$ cat src/rtl/freq_div_pkg.sv
// freq_div_pkg: shared state encoding and constants for the clock-enable divider
package freq_div_pkg;
  localparam int CNT_W_DEF = 8;
  localparam int MIN_DIV = 2;
  typedef enum logic [1:0] {IDLE = 2'd0, RUN = 2'd1, PEND = 2'd2} state_t;
endpackage

$ cat src/rtl/freq_div_core.sv
// freq_div_core: mod-N counter, tick decode and zero-latency div_out compare flop
module freq_div_core
  import freq_div_pkg::*;
#(
  parameter int CNT_W = CNT_W_DEF
) (
  input  logic             clk,
  input  logic             reset,
  input  logic             en,
  input  logic             clr,
  input  logic [CNT_W-1:0] cur_div,
  input  logic [CNT_W-1:0] nxt_div,
  input  logic [CNT_W-1:0] nxt_duty,
  output logic             tick,
  output logic             div_out
);
  logic [CNT_W-1:0] cnt, cnt_n;
  assign tick = en & (cnt == cur_div - CNT_W'(1));
  // next count: idle or restart forces 0, otherwise wrap at cur_div-1
  always_comb begin
    cnt_n = (!en || clr || cnt >= cur_div - CNT_W'(1)) ? '0 : cnt + CNT_W'(1);
  end
  // div_out is compared against next-state values so it lines up with cnt
  always_ff @(posedge clk or negedge reset) begin
    if (!reset) begin
      cnt     <= '0;
      div_out <= 1'b0;
    end else begin
      cnt     <= cnt_n;
      div_out <= cnt_n >= nxt_div - nxt_duty;
    end
  end
endmodule

$ cat src/rtl/freq_div_ctrl.sv
// freq_div_ctrl: programmable divider with valid/ready config handshake; optional resync port under FREQ_DIV_CTRL_RESYNC_EN
module freq_div_ctrl
  import freq_div_pkg::*;
#(
  parameter int CNT_W        = CNT_W_DEF,
  parameter int DEFAULT_DIV  = 6,
  parameter int DEFAULT_DUTY = 3
) (
  input  logic             clk,
  input  logic             reset,
  input  logic             en,
  input  logic             cfg_valid,
  output logic             cfg_ready,
  input  logic [CNT_W-1:0] cfg_div,
  input  logic [CNT_W-1:0] cfg_duty,
  output logic             cfg_err,
  output logic             div_out,
  output logic             tick,
  output logic [CNT_W-1:0] cur_div,
  output logic             pending
`ifdef FREQ_DIV_CTRL_RESYNC_EN
  ,
  input  logic             resync
`endif
);
  state_t state, state_n;
  logic [CNT_W-1:0] cur_duty, sh_div, sh_duty, nxt_div, nxt_duty, cl_duty;
  logic acc, good, direct, apply_sh, rs, clr;
`ifdef FREQ_DIV_CTRL_RESYNC_EN
  assign rs = resync & en;
`else
  assign rs = 1'b0;
`endif
  // handshake decode, duty clamp and selection of the config in force after this edge
  always_comb begin
    acc      = cfg_valid & cfg_ready;
    good     = acc & (cfg_div >= CNT_W'(MIN_DIV));
    cl_duty  = (cfg_duty >= cfg_div) ? cfg_div - CNT_W'(1) : cfg_duty;
    direct   = good & (state == IDLE || !en);
    apply_sh = (state == PEND) & (!en | tick | rs);
    nxt_div  = direct ? cfg_div : apply_sh ? sh_div : cur_div;
    nxt_duty = direct ? cl_duty : apply_sh ? sh_duty : cur_duty;
    clr      = apply_sh | rs;
    state_n  = !en ? IDLE : (state == PEND) ? (apply_sh ? RUN : PEND) :
               (good && state == RUN) ? PEND : RUN;
  end
  // FSM, active config, shadow registers and registered status outputs
  always_ff @(posedge clk or negedge reset) begin
    if (!reset) begin
      state     <= IDLE;
      cur_div   <= CNT_W'(DEFAULT_DIV);
      cur_duty  <= CNT_W'(DEFAULT_DUTY);
      sh_div    <= '0;
      sh_duty   <= '0;
      cfg_err   <= 1'b0;
      pending   <= 1'b0;
      cfg_ready <= 1'b1;
    end else begin
      state    <= state_n;
      cur_div  <= nxt_div;
      cur_duty <= nxt_duty;
      if (good && !direct) begin
        sh_div  <= cfg_div;
        sh_duty <= cl_duty;
      end
      cfg_err   <= acc & !good;
      pending   <= state_n == PEND;
      cfg_ready <= state_n != PEND;
    end
  end
  freq_div_core #(.CNT_W(CNT_W)) u_core (
    .clk     (clk),
    .reset   (reset),
    .en      (en),
    .clr     (clr),
    .cur_div (cur_div),
    .nxt_div (nxt_div),
    .nxt_duty(nxt_duty),
    .tick    (tick),
    .div_out (div_out)
  );
endmodule

$ cat config.mk
export PLATFORM = sky130hd
export DESIGN_NAME = freq_div_ctrl
export DESIGN_NICKNAME = d
export VERILOG_FILES = /design/src/rtl/freq_div_pkg.sv /design/src/rtl/freq_div_core.sv /design/src/rtl/freq_div_ctrl.sv
export SDC_FILE = /design/constraint.sdc
export NUM_CORES = 1
export LEC_CHECK = 0
export BUFFER_PORTS_ARGS = -buffer_cell sky130_fd_sc_hd__clkbuf_2
export CAP_MARGIN = 20
export CORE_MARGIN = 1
export CORE_UTILIZATION = 55
export CTS_BUF_LIST = sky130_fd_sc_hd__clkbuf_4
export DETAILED_ROUTE_END_ITERATION = 6
export GPL_ROUTABILITY_DRIVEN = 0
export PLACE_DENSITY = 0.75
export SLEW_MARGIN = 10
export SYNTH_ARGS = -nofsm -noshare
export SYNTH_HDL_FRONTEND = slang
export SYNTH_SLANG_ARGS = --single-unit
$ cat constraint.sdc
create_clock -name clk -period 10.66 [get_ports clk]
set_input_delay 0.533 -clock clk [delete_from_list [all_inputs] [get_ports clk]]
set_output_delay 0.533 -clock clk [all_outputs]
set_load 0.005 [all_outputs]
# After elaboration in Yosys (flattened, before gate mapping)
# Cells that the tools add are included.
dict set report classes {
  addsub 4
  magnitude_cmp 4
  n_eq_ne 5
  muxes 10
  bitwise_logic 7
  reduce_logical 9
}
# op n
set ops {}
lappend ops {{8-bit two-way mux} 6}
lappend ops {{8-bit >= comparator} 3}
lappend ops {{8-bit by 1-bit subtractor with 8-bit output, second input constant} 2}
lappend ops {{8-bit by 1-bit adder with 8-bit output, second input constant} 1}
lappend ops {{8-bit == test} 1}
lappend ops {{8-bit by 2-bit >= comparator with 1-bit output, second input constant} 1}
lappend ops {{2-bit two-way mux} 4}
lappend ops {{8-bit subtractor} 1}
lappend ops {{1-bit AND} 6}
lappend ops {{2-bit == test, second input constant} 2}
lappend ops {{1-bit zero test} 3}
lappend ops {{1-bit logical OR} 3}
lappend ops {{2-bit by 1-bit == test with 1-bit output, second input constant} 1}
lappend ops {{1-bit logical AND} 2}
lappend ops {{2-bit zero test} 1}
lappend ops {{2-bit inequality test, second input constant} 1}
lappend ops {{1-bit OR} 1}
dict set report word_totals {
  register_bits 46
  inputBits 20
  output_inout_bits 13
  wordCells 49
}

# Depth between registers and ports, before layout
# Gate-level depths: netlist of run 1.
dict set report depth {
  depth_word 9
  ltp_mapped 23
  depth_no_buf 23
}

# By module
# Synthesis of run 1 repeated with hierarchy kept, for this count alone.
dict set report hier_totals {
  hier_cells 341
  area_unflattened_um2 3215.6
}
# module instances cells_per_inst area_per_inst_um2 seq_area_each_um2
set modules_own_cells {}
lappend modules_own_cells {freq_div_ctrl 1 212 2077.0 932.1}
lappend modules_own_cells {freq_div_core 1 129 1138.6 225.2}

# Least setup slack after synthesis of run 1
# OpenSTA, ideal clock, no wires.
dict set report synth_path {
  path_type {register -> register}
  start {register cur_div[1]}
  end {register u_core.div_out}
  arrival_ps 4306
  required_time_ps 10532
  path_slack_ps 6226
  path_stages_with_launch 23
  cell_sequence {dfstp_2 inv_1 ha_1 nand2_1 nor3_1 xnor2_1 ha_1 nand4_1 o21ai_1 nand2_1 buf_2 mux2i_1 mux2_2 ha_1 nor2b_1 o2111ai_1 nand3_1 o41ai_1 xor2_1 xnor2_1 ha_1 a21oi_1 o21ai_0}
}
dict set report synth_via {
  elab_chain_len 9
  word_cells_on_any_way 15
}
# element line_no
set synth_lines {}
lappend synth_lines {{start, declared} freq_div_ctrl.sv:19} ;# output logic [CNT_W-1:0] cur_div,
lappend synth_lines {{start signal, assigned} freq_div_ctrl.sv:51} ;# cur_div <= CNT_W'(DEFAULT_DIV);
lappend synth_lines {{start signal, assigned} freq_div_ctrl.sv:60} ;# cur_div <= nxt_div;
lappend synth_lines {{8-bit by 1-bit subtractor with 8-bit output} {freq_div_core.sv:18, freq_div_core.sv:21}}
lappend synth_lines {{8-bit == test} freq_div_core.sv:18} ;# assign tick = en & (cnt == cur_div - CNT_W'(1));
lappend synth_lines {{1-bit AND} freq_div_core.sv:18}
lappend synth_lines {{1-bit OR} freq_div_ctrl.sv:40} ;# apply_sh = (state == PEND) & (!en | tick | rs);
lappend synth_lines {{1-bit AND} freq_div_ctrl.sv:40}
lappend synth_lines {{8-bit two-way mux (tied with other cells) (2 in a row)} freq_div_ctrl.sv:41} ;# nxt_div = direct ? cfg_div : apply_sh ? sh_div : cur_div;
lappend synth_lines {{8-bit subtractor / 8-bit two-way mux (equally long branches)} {freq_div_core.sv:30, freq_div_core.sv:21}}
lappend synth_lines {{8-bit >= comparator (*)} freq_div_core.sv:30} ;# div_out <= cnt_n >= nxt_div - nxt_duty;
lappend synth_lines {{end signal, assigned} freq_div_core.sv:30}
lappend synth_lines {{end, declared} freq_div_core.sv:15} ;# output logic div_out
# Every way passes the cells marked *; elsewhere a longest branch is shown, timed or not.
# A chain may end at the register's enable or synchronous reset.

# Worst setup path in the final report of run 1
dict set report layout_path {
  start {register cur_div[3]}
  end {register u_core.div_out}
}
# The elaborated chain is that of the path after synthesis.

==> flow_results.org, run 1 <==
** STA
- Skew final :: 0.01237 ns
- The final count of pins violating max slew came to 0.
- Setup violations remaining at the end of the flow were counted as 0.
- Worst max-slew margin expressed relative to the limit :: 41.19%
- Final min period :: 5.083 ns
- Unrepaired setup endpoints after global routing :: false
- Of the available clock period, the critical path in the final layout requires 47.68%.
- For the pin with the worst max-slew slack, the measured transition is 0.8800 ns.
- Based on the critical path, the design can be clocked at up to 196.7 MHz.
- Across all hold checks on the routed design, the worst slack comes to 0.2400 ns.
- After routing, the total negative slack on setup checks comes to 0 ns.
- The number of hold violations in the final report was 0.

** Synthesis
- Flip-flop and latch count after synthesis :: 46
- For this run, the number of Yosys warnings is 0.
- After synthesis, the mean cell area works out to roughly 9.6 sq um.
- Area of the mapped netlist :: 3172 sq um
- Syn Inst Count :: 330
- Number of nets in the synthesized netlist :: 386
- For this run, the register share of the synthesized area comes to 36.49%.
- Distinct cell type count of the synthesized netlist :: 44

** Global route
- Overall Global Routing Usage :: 24.46%
- Summed over all layers, the global routing overflow is 0.
- Via count of the first global-routing pass :: 2472
- Entering global routing, the biggest net connects 47 pins.
- First-pass GRT wire length :: 11580 microns
- Number of antenna violations at the first check in global routing :: 0

** Worst setup path
- Setup CP Type :: reg2reg
- The worst setup path is captured at a flip-flop.
- Critical path data required time :: 10.90 ns
- The slowest stage of the critical path is the sky130_fd_sc_hd__nand2_1 cell.
- The worst register-to-register path begins at cur_div[3]$_DFF_PN0_.
- Critical path data arrival time :: 5.32 ns
- Startpoint of the most critical setup path :: cur_div[3]$_DFF_PN0_
- Traced cell by cell, the critical path runs through nor2_1 > nand3_1 > nor4_1 > xnor2_1 > ha_1 > nand4_1 > o21ai_1 > nand2_1 > mux2i_1 > mux2_2 > ha_1 > nor2b_1 > o2111ai_1 > nand3_1 > o41ai_1 > xor2_1 > xnor2_1 > ha_1 > a21oi_1 > o21ai_0.
- Largest fanout on the critical path :: 15
- Highest cell delay on the worst timing path :: 0.57 ns
- Most used cell, CP :: sky130_fd_sc_hd__ha_1
- Setup crit start kind :: flip-flop

** Floorplan
- The total area inside the core boundary comes to 5540 sq um.
- During I/O placement, the number of pins put on the boundary was 33.
- For this configuration, the core starts out at a cell density of 57.25%.
- The die is roughly 80 microns tall.
- The die is 77.94 microns wide.
- The initialized floorplan defines 27 standard-cell rows.
- The die covers 6075 sq um.

** Cells and area
- Commonest non-fill, non-tap cells in the layout :: sky130_fd_sc_hd__dfrtp_1 (41), sky130_fd_sc_hd__ha_1 (35), sky130_fd_sc_hd__clkbuf_2 (32)
- Compared with the post-synthesis result, the final layout area differs by 8.599%.
- Most frequent standard cell in the layout excluding fill and tap cells :: sky130_fd_sc_hd__dfrtp_1
- Cells with a size suffix above 1 make up 16.62% of the layout.
- Finished Core Util :: roughly 62%
- Count of antenna diodes in the layout :: 0
- Net count of the finished layout :: about 420

** Job
- Total of max-cap violations :: 0

** Power
- Pwr per Cell Area :: between 150 and 200 nW/um^2
- Combinational fraction of design power :: between 40% and 50%
- VDD sags by at most 124.6 uV.
- The clock network burns 18.5% of the power.
- Share of total power consumed by net switching :: 35.52%
- For this design the static power due to leakage is approximately 1.8 nW.
- In this run the power spent charging and discharging nets is 0.0001984 W.
- Sequential Power Share :: 41.3%
- The internal power of the cells totals around 0.00036 W.

** Clock tree
- Setup Buffers After CTS :: 0
- Worst-Skew Late Latency :: 0.36 ns
- Post-cts gate resize count :: 0
- After clock tree synthesis, the clock-pin slew on the worst setup and hold paths is between 0.1 and 0.15 ns.
- For this design, the sink count on the clock tree is 46.
- TritonCTS built the clock tree.
- Number of buffers on the longest clock path :: 2
- Number of CTS-inserted buffers :: 5
- Count of hold-fix buffers inserted at cts :: 0
- The cell sitting at the root of the clock tree is a sky130_fd_sc_hd__clkbuf_4.
- Maximum level of the CTS H-tree :: 2

** Hold path
- Kind of path behind the tightest hold check :: in2async

** Outcome
- Status :: finished clean

** Placement
- IO buf count :: 32
- Detailed placement ended at an HPWL of 5119 microns.

** Detailed routing
- For this block, the initial DRC count from the detailed router was 112.
- Average via count per standard cell :: between 5 and 6
- In this run the remaining antenna-violating nets after routing total 0.
- DRC violation count after routing :: 0
- Final WL :: 6628 microns
- DR vias :: 2457
- Drt pass-1 iters :: 5
- Average detailed-routed wire length per instance :: 15.31 microns
-- power groups by stage --
stage	clock, W	combinational [W]	sequential [W]
floorplan	0	0.000173	0.000227
global placement	0	0.000218	0.000233
detailed placement	0	0.000224	0.000234
CTS	0.000105	0.000226	0.000230
global route	0.000112	0.000260	0.000234
finish	0.000104	0.000224	0.000230
-- cells by family after synthesis --
family / share of synthesized area (%)
AND/OR/NAND/NOR: 15.15
XOR/XNOR: 6.627
multiplexers: 9.113
flip-flops: 36.49
AO/OA/AOI/OAI: 14.16
adder cells (fa/ha/maj): 14.44
buffers and inverters: 4.024
-- registers in the layout, indices dropped and copies added (netlist names) --
name,count
cur_div,8
cur_duty,8
sh_div,8
sh_duty,8
u_core.cnt,8
state,2
cfg_err,1
cfg_ready,1
pending,1
u_core.div_out,1
-- area by class of cell --
class	count	area, sq um
sequential	46	1157
clock buffer	5	37.54
fill	495	2096
tap	72	90.09
clock inverter	2	33.78
timing repair buffer	33	167.7
multi-input combinational	256	1887
inverter	19	71.32
-- synth_stat cells, drive strengths merged --
cell / instances / area, sq um
o21ai: 25 / 125.1
nor3: 6 / 30.03
a21o: 6 / 45.04
o2111ai: 1 / 8.760
o21a: 3 / 22.52
mux2: 7 / 78.83
o211ai: 1 / 7.510
nand2b: 8 / 50.05
a221oi: 1 / 26.28
and4b: 1 / 10.01
dfstp: 5 / 131.4
and2: 4 / 25.02
nor2: 26 / 100.1
a21oi: 26 / 133.9
buf: 7 / 48.79
a22oi: 1 / 7.510
ha: 35 / 437.9
o41ai: 1 / 8.760
or2: 1 / 8.760
dfrtp: 41 / 1026
and3: 3 / 18.77
inv: 19 / 71.32
nand3: 12 / 60.06
a211o: 1 / 8.760
xor2: 9 / 78.83
nand2: 25 / 93.84
a31o: 2 / 26.28
fa: 1 / 20.02
mux2i: 21 / 210.2
nor4: 2 / 27.53
a21bo: 1 / 10.01
nand4: 4 / 25.02
clkbuf: 2 / 7.510
xnor2: 15 / 131.4
a31oi: 2 / 18.77
nor2b: 5 / 31.28
-- metal layers --
metal	part of all wire (%)	GRT usage, %	vias to the layer above	routed length (microns)
li1	-	-	1216	-
met1	46	31.98	1174	3072
met2	48	40.18	52	3189
met3	3.1	4.706	15	205
met4	2.4	9.074	0	161
met5	0	0	-	0
-- worst max-delay path: cells and delay by family, from the launching register on --
family | cells | cell delay (ns)
DFF | 1 | 0.48
adders and majority gates | 3 | 0.84
muxes | 2 | 0.61
and+or+nand+nor | 7 | 1.51
xor gates and xnor gates | 3 | 0.46
AOI/OAI and AO/OA | 5 | 1.05
-- worst paths after layout --
check / end / slack (ns) / cells after the start
max: u_core.div_out$_DFF_PN0_ / 5.58 / 20
min: sh_duty[7]$_DFFE_PN0P_ / 0.24 / 2
max reg2reg: u_core.div_out$_DFF_PN0_ / 5.58 / 20
min reg2reg: sh_duty[1]$_DFFE_PN0P_ / 0.50 / 2
max in group asynchronous: u_core.cnt[1]$_DFF_PN0_ / 10.01 / 2
min in group clk: state[0]$_DFF_PN0_ / 0.42 / 3
-- through the flow --
| step | cells | power (W) | setup slack, ns | instance area, sq um |
|---|---|---|---|---|
| finish | 433 | 0.0005585 | 5.577 | 3445 |
| global route | 433 | 0.0006053 | 5.051 | 3445 |
| CTS | 433 | 0.0005614 | 5.596 | 3445 |
| detailed placement | 426 | 0.0004585 | 5.656 | 3373 |
| global placement | 426 | 0.0004512 | 5.754 | 3373 |
| floorplan | 330 | 0.0004000 | 6.226 | 3172 |
No activity file was read; power rests on OpenSTA's default activity.
==> run 2: changes to the inputs <==
==> constraint.sdc (replaced) <==
create_clock -name clk -period 4.7 [get_ports clk]
set_input_delay 0.235 -clock clk [delete_from_list [all_inputs] [get_ports clk]]
set_output_delay 0.235 -clock clk [all_outputs]
set_load 0.005 [all_outputs]
==> flow_results.org, run 2 (same netlist as run 1, synthesis figures left out) <==
** Outcome
- The flow ran to the end, and the final reports show no timing, DRC or antenna violations.

** Power
- The completed layout was analyzed and its total power is 0.001250 W.
- Across the VDD grid, the largest voltage drop is 232.6 uV.
- Summed over all cells, the static leakage comes to between 1.5 and 2 nW.
- Pwr per Cell Area :: ~350 nW/um^2

** Cells and area
- With fillers left out, the area of the finished cells amounts to ~3600 sq um.
- Leaving out fill and tap cells, the most frequent cell in the layout is sky130_fd_sc_hd__dfrtp_1.
- 0 antenna diodes ended up in the layout.
- The count of cells in the finished layout, fillers not included, comes to 451.
- Commonest non-fill, non-tap cells in the layout :: sky130_fd_sc_hd__dfrtp_1 (41), sky130_fd_sc_hd__ha_1 (33), sky130_fd_sc_hd__clkbuf_2 (32)
- For this run, the post-layout net count is around 430.
- Cells with a size suffix above 1 make up 22.69% of the layout.
- # fillers :: between 400 and 500
- Layout overhead on the synthesized area :: 13.61%

** Worst setup path
- Counting buffers and inverters, the worst setup path is 22 cells deep.
- The number of buffers and inverters on the critical path is 2.
- Top delay family on crit path :: adder cells
- Highest cell delay on the worst timing path :: 0.43 ns
- The critical path goes through inv_1 > ha_2 > nand2_2 > nor3_1 > xnor2_1 > ha_1 > nand4_1 > o21ai_2 > nand2_2 > buf_12 > mux2i_1 > mux2_2 > ha_1 > nor2b_1 > o2111ai_1 > nand3_1 > o41ai_2 > xor2_1 > xnor2_1 > ha_1 > a21oi_2 > o21ai_1.
- Cell count of the worst reg-to-reg path :: 22
- Startpoint of the most critical setup path :: cur_div[0]$_DFF_PN0_
- Setup CP Type :: reg2reg
- STA classifies the critical path startpoint as a flip-flop.
- In this run the worst path has a maximum fanout of 15.
- Data on the critical path arrives at its endpoint at about 4.8 ns.
- For the worst setup path, the data required time is 4.95 ns.
- Most used cell, CP :: sky130_fd_sc_hd__ha_1
- Startpoint of the worst-slack reg-to-reg timing path :: cur_div[0]$_DFF_PN0_
- The worst setup path is captured at a flip-flop.
- Master of the slowest instance on the critical path :: sky130_fd_sc_hd__dfrtp_1

** Clock tree
- After clock tree synthesis, the clock-pin slew on the worst setup and hold paths is around 0.12 ns.
- CTS Sinks :: 46
- Cell at the root of the clock tree :: sky130_fd_sc_hd__clkbuf_4
- The number of clock buffers added by TritonCTS is 5.
- The clock tree synthesis step divided the H-tree into 2 levels.
- Number of buffers on the longest clock path :: 2
- The later pin in the worst-skew pair is clocked with a latency of 0.36 ns.
- Clock tree from TritonCTS :: built

** Placement
- Counting tap cells, the placed design contains a total of 431 instances.
- Prior to clock tree synthesis, the placed netlist has a worst setup slack of 0.1863 ns.
- The placed instances occupy a cell area of 3423 sq um.
- After legalization and detailed placement, the total HPWL measured 5246 microns.
- In this run the tool buffered the top-level ports with 32 buffer cells.

** Floorplan
- Area of the core region :: 5540 sq um
- Horizontal extent of the die :: 77.94 microns
- The die is 77.94 microns tall.
- 33 I/O pins were placed.
- Area of the die :: 6075 sq um
- Starting utilization of the core area :: 57.25%
- Number of placement rows :: 27

** Global route
- Overall Global Routing Usage :: 24.60%
- For met2 alone, demand over resource in global routing was 42.21%.
- GR Overflow Total :: 0
- The global routing stage identified its most utilized layer as met2.
- Entering global routing, the biggest net connects 47 pins.
- The via count of the first global-routing pass was approximately 2500.
- M1 GR Usage :: 30.98%
- First-pass GRT wire length :: 11590 microns
- Number of antenna violations at the first check in global routing :: 0
- For this run, global-route usage on met3 was measured as 4.824%.

** Detailed routing
- Average via count per standard cell :: 5.619
- The routed layout has 2534 vias.
- DRC violation count after routing :: 0
- The detail route stage leaves a number of antenna-violating nets equal to 0.
- Final WL :: 6873 microns
- The first detailed-routing pass took 4 iterations.
- The detailed router finished its first iteration with 145 violations.
- Dividing the detail-routed wire length by the instance count gives 15.24 microns.

** STA
- Slew at the pin closest to its max-slew limit :: slightly above 0.9 ns
- The worst pin sits at a relative slew slack of 38.56%.
- Period utilisation layout :: between 90% and 100%
- Final total negative setup slack :: 0 ns
- The number of hold violations in the final report was 0.
- The clock period could shrink to 4.493 ns.
- Slack of the critical path :: 0.2069 ns
- Skew final :: 0.01917 ns
- Timing would allow up to approximately 220 MHz.
- Fin. max-slew vios :: 0
- Number of setup violations in the final report :: 0
- Setup repair after global routing left no endpoint under its margin.

** Job
- Total of max-cap violations :: 0

** Hold path
- The worst hold path begins at en.
- Kind of path behind the tightest hold check :: in2reg
- Cell depth of the worst min-delay path :: 3
==> run 2: repair_timing <==
item | in CTS | in global routing
setup buffers | 0 | 11
hold endpoints to repair | 41 | 0
endpoints found under the setup margin | 0 | 1
gates resized for setup | 0 | 10
hold buffers | 1 | 0
==> run 2: cell type report <==
class                   count  area [sq um]  area share, %
clock buffers               6         45.04          1.250
clock inverters             2         8.758         0.2431
inverters                  19         71.32          1.979
multi-input cells         256          1921          53.30
flip-flops and latches     46          1157          32.12
well taps                  72         90.09          2.500
repair buffers             50         310.3          8.611
==> run 2: worst paths after layout <==
path | to | slack (ns)
min in group asynchronous | sh_duty[6]$_DFFE_PN0P_ | 0.49
worst min register to register | sh_div[7]$_DFFE_PN0P_ | 0.50
worst min-delay path | state[0]$_DFF_PN0_ | 0.16
max in group asynchronous | sh_div[3]$_DFFE_PN0P_ | 3.80
worst max register to register | u_core.div_out$_DFF_PN0_ | 0.21
worst max-delay path | u_core.div_out$_DFF_PN0_ | 0.21
==> run 2: per-stage QoR <==
stage                     util (%)  hold WS [ns]
after floorplan                  -      -0.06059
after global placement       61.79        0.3628
after detailed placement     61.79        0.3660
after CTS                    62.94        0.1260
after global routing         65.04        0.1599
final                        65.04        0.1563
==> run 2: routing by layer <==
metal | wire length (microns) | share of wire, % | up-vias
li1 | - | - | 1250
met1 | 3122 | 45 | 1224
met2 | 3383 | 49 | 48
met3 | 250 | 3.6 | 12
met4 | 116 | 1.7 | 0
met5 | 0 | 0 | -
==> run 2: power breakdown <==
part,switching [W],internal (W),total (W)
logic,0.000285,0.000254,0.000539
registers,0.0000508,0.000472,0.000523
clock network,0.000125,0.0000622,0.000187
total,0.000461,0.000789,0.00125
==> run 2: worst min-delay path: cells and delay by family <==
| family | cells | cell delay (ns) |
|---|---|---|
| buf+inv | 2 | 0.20 |
| simple gates | 1 | 0.05 |
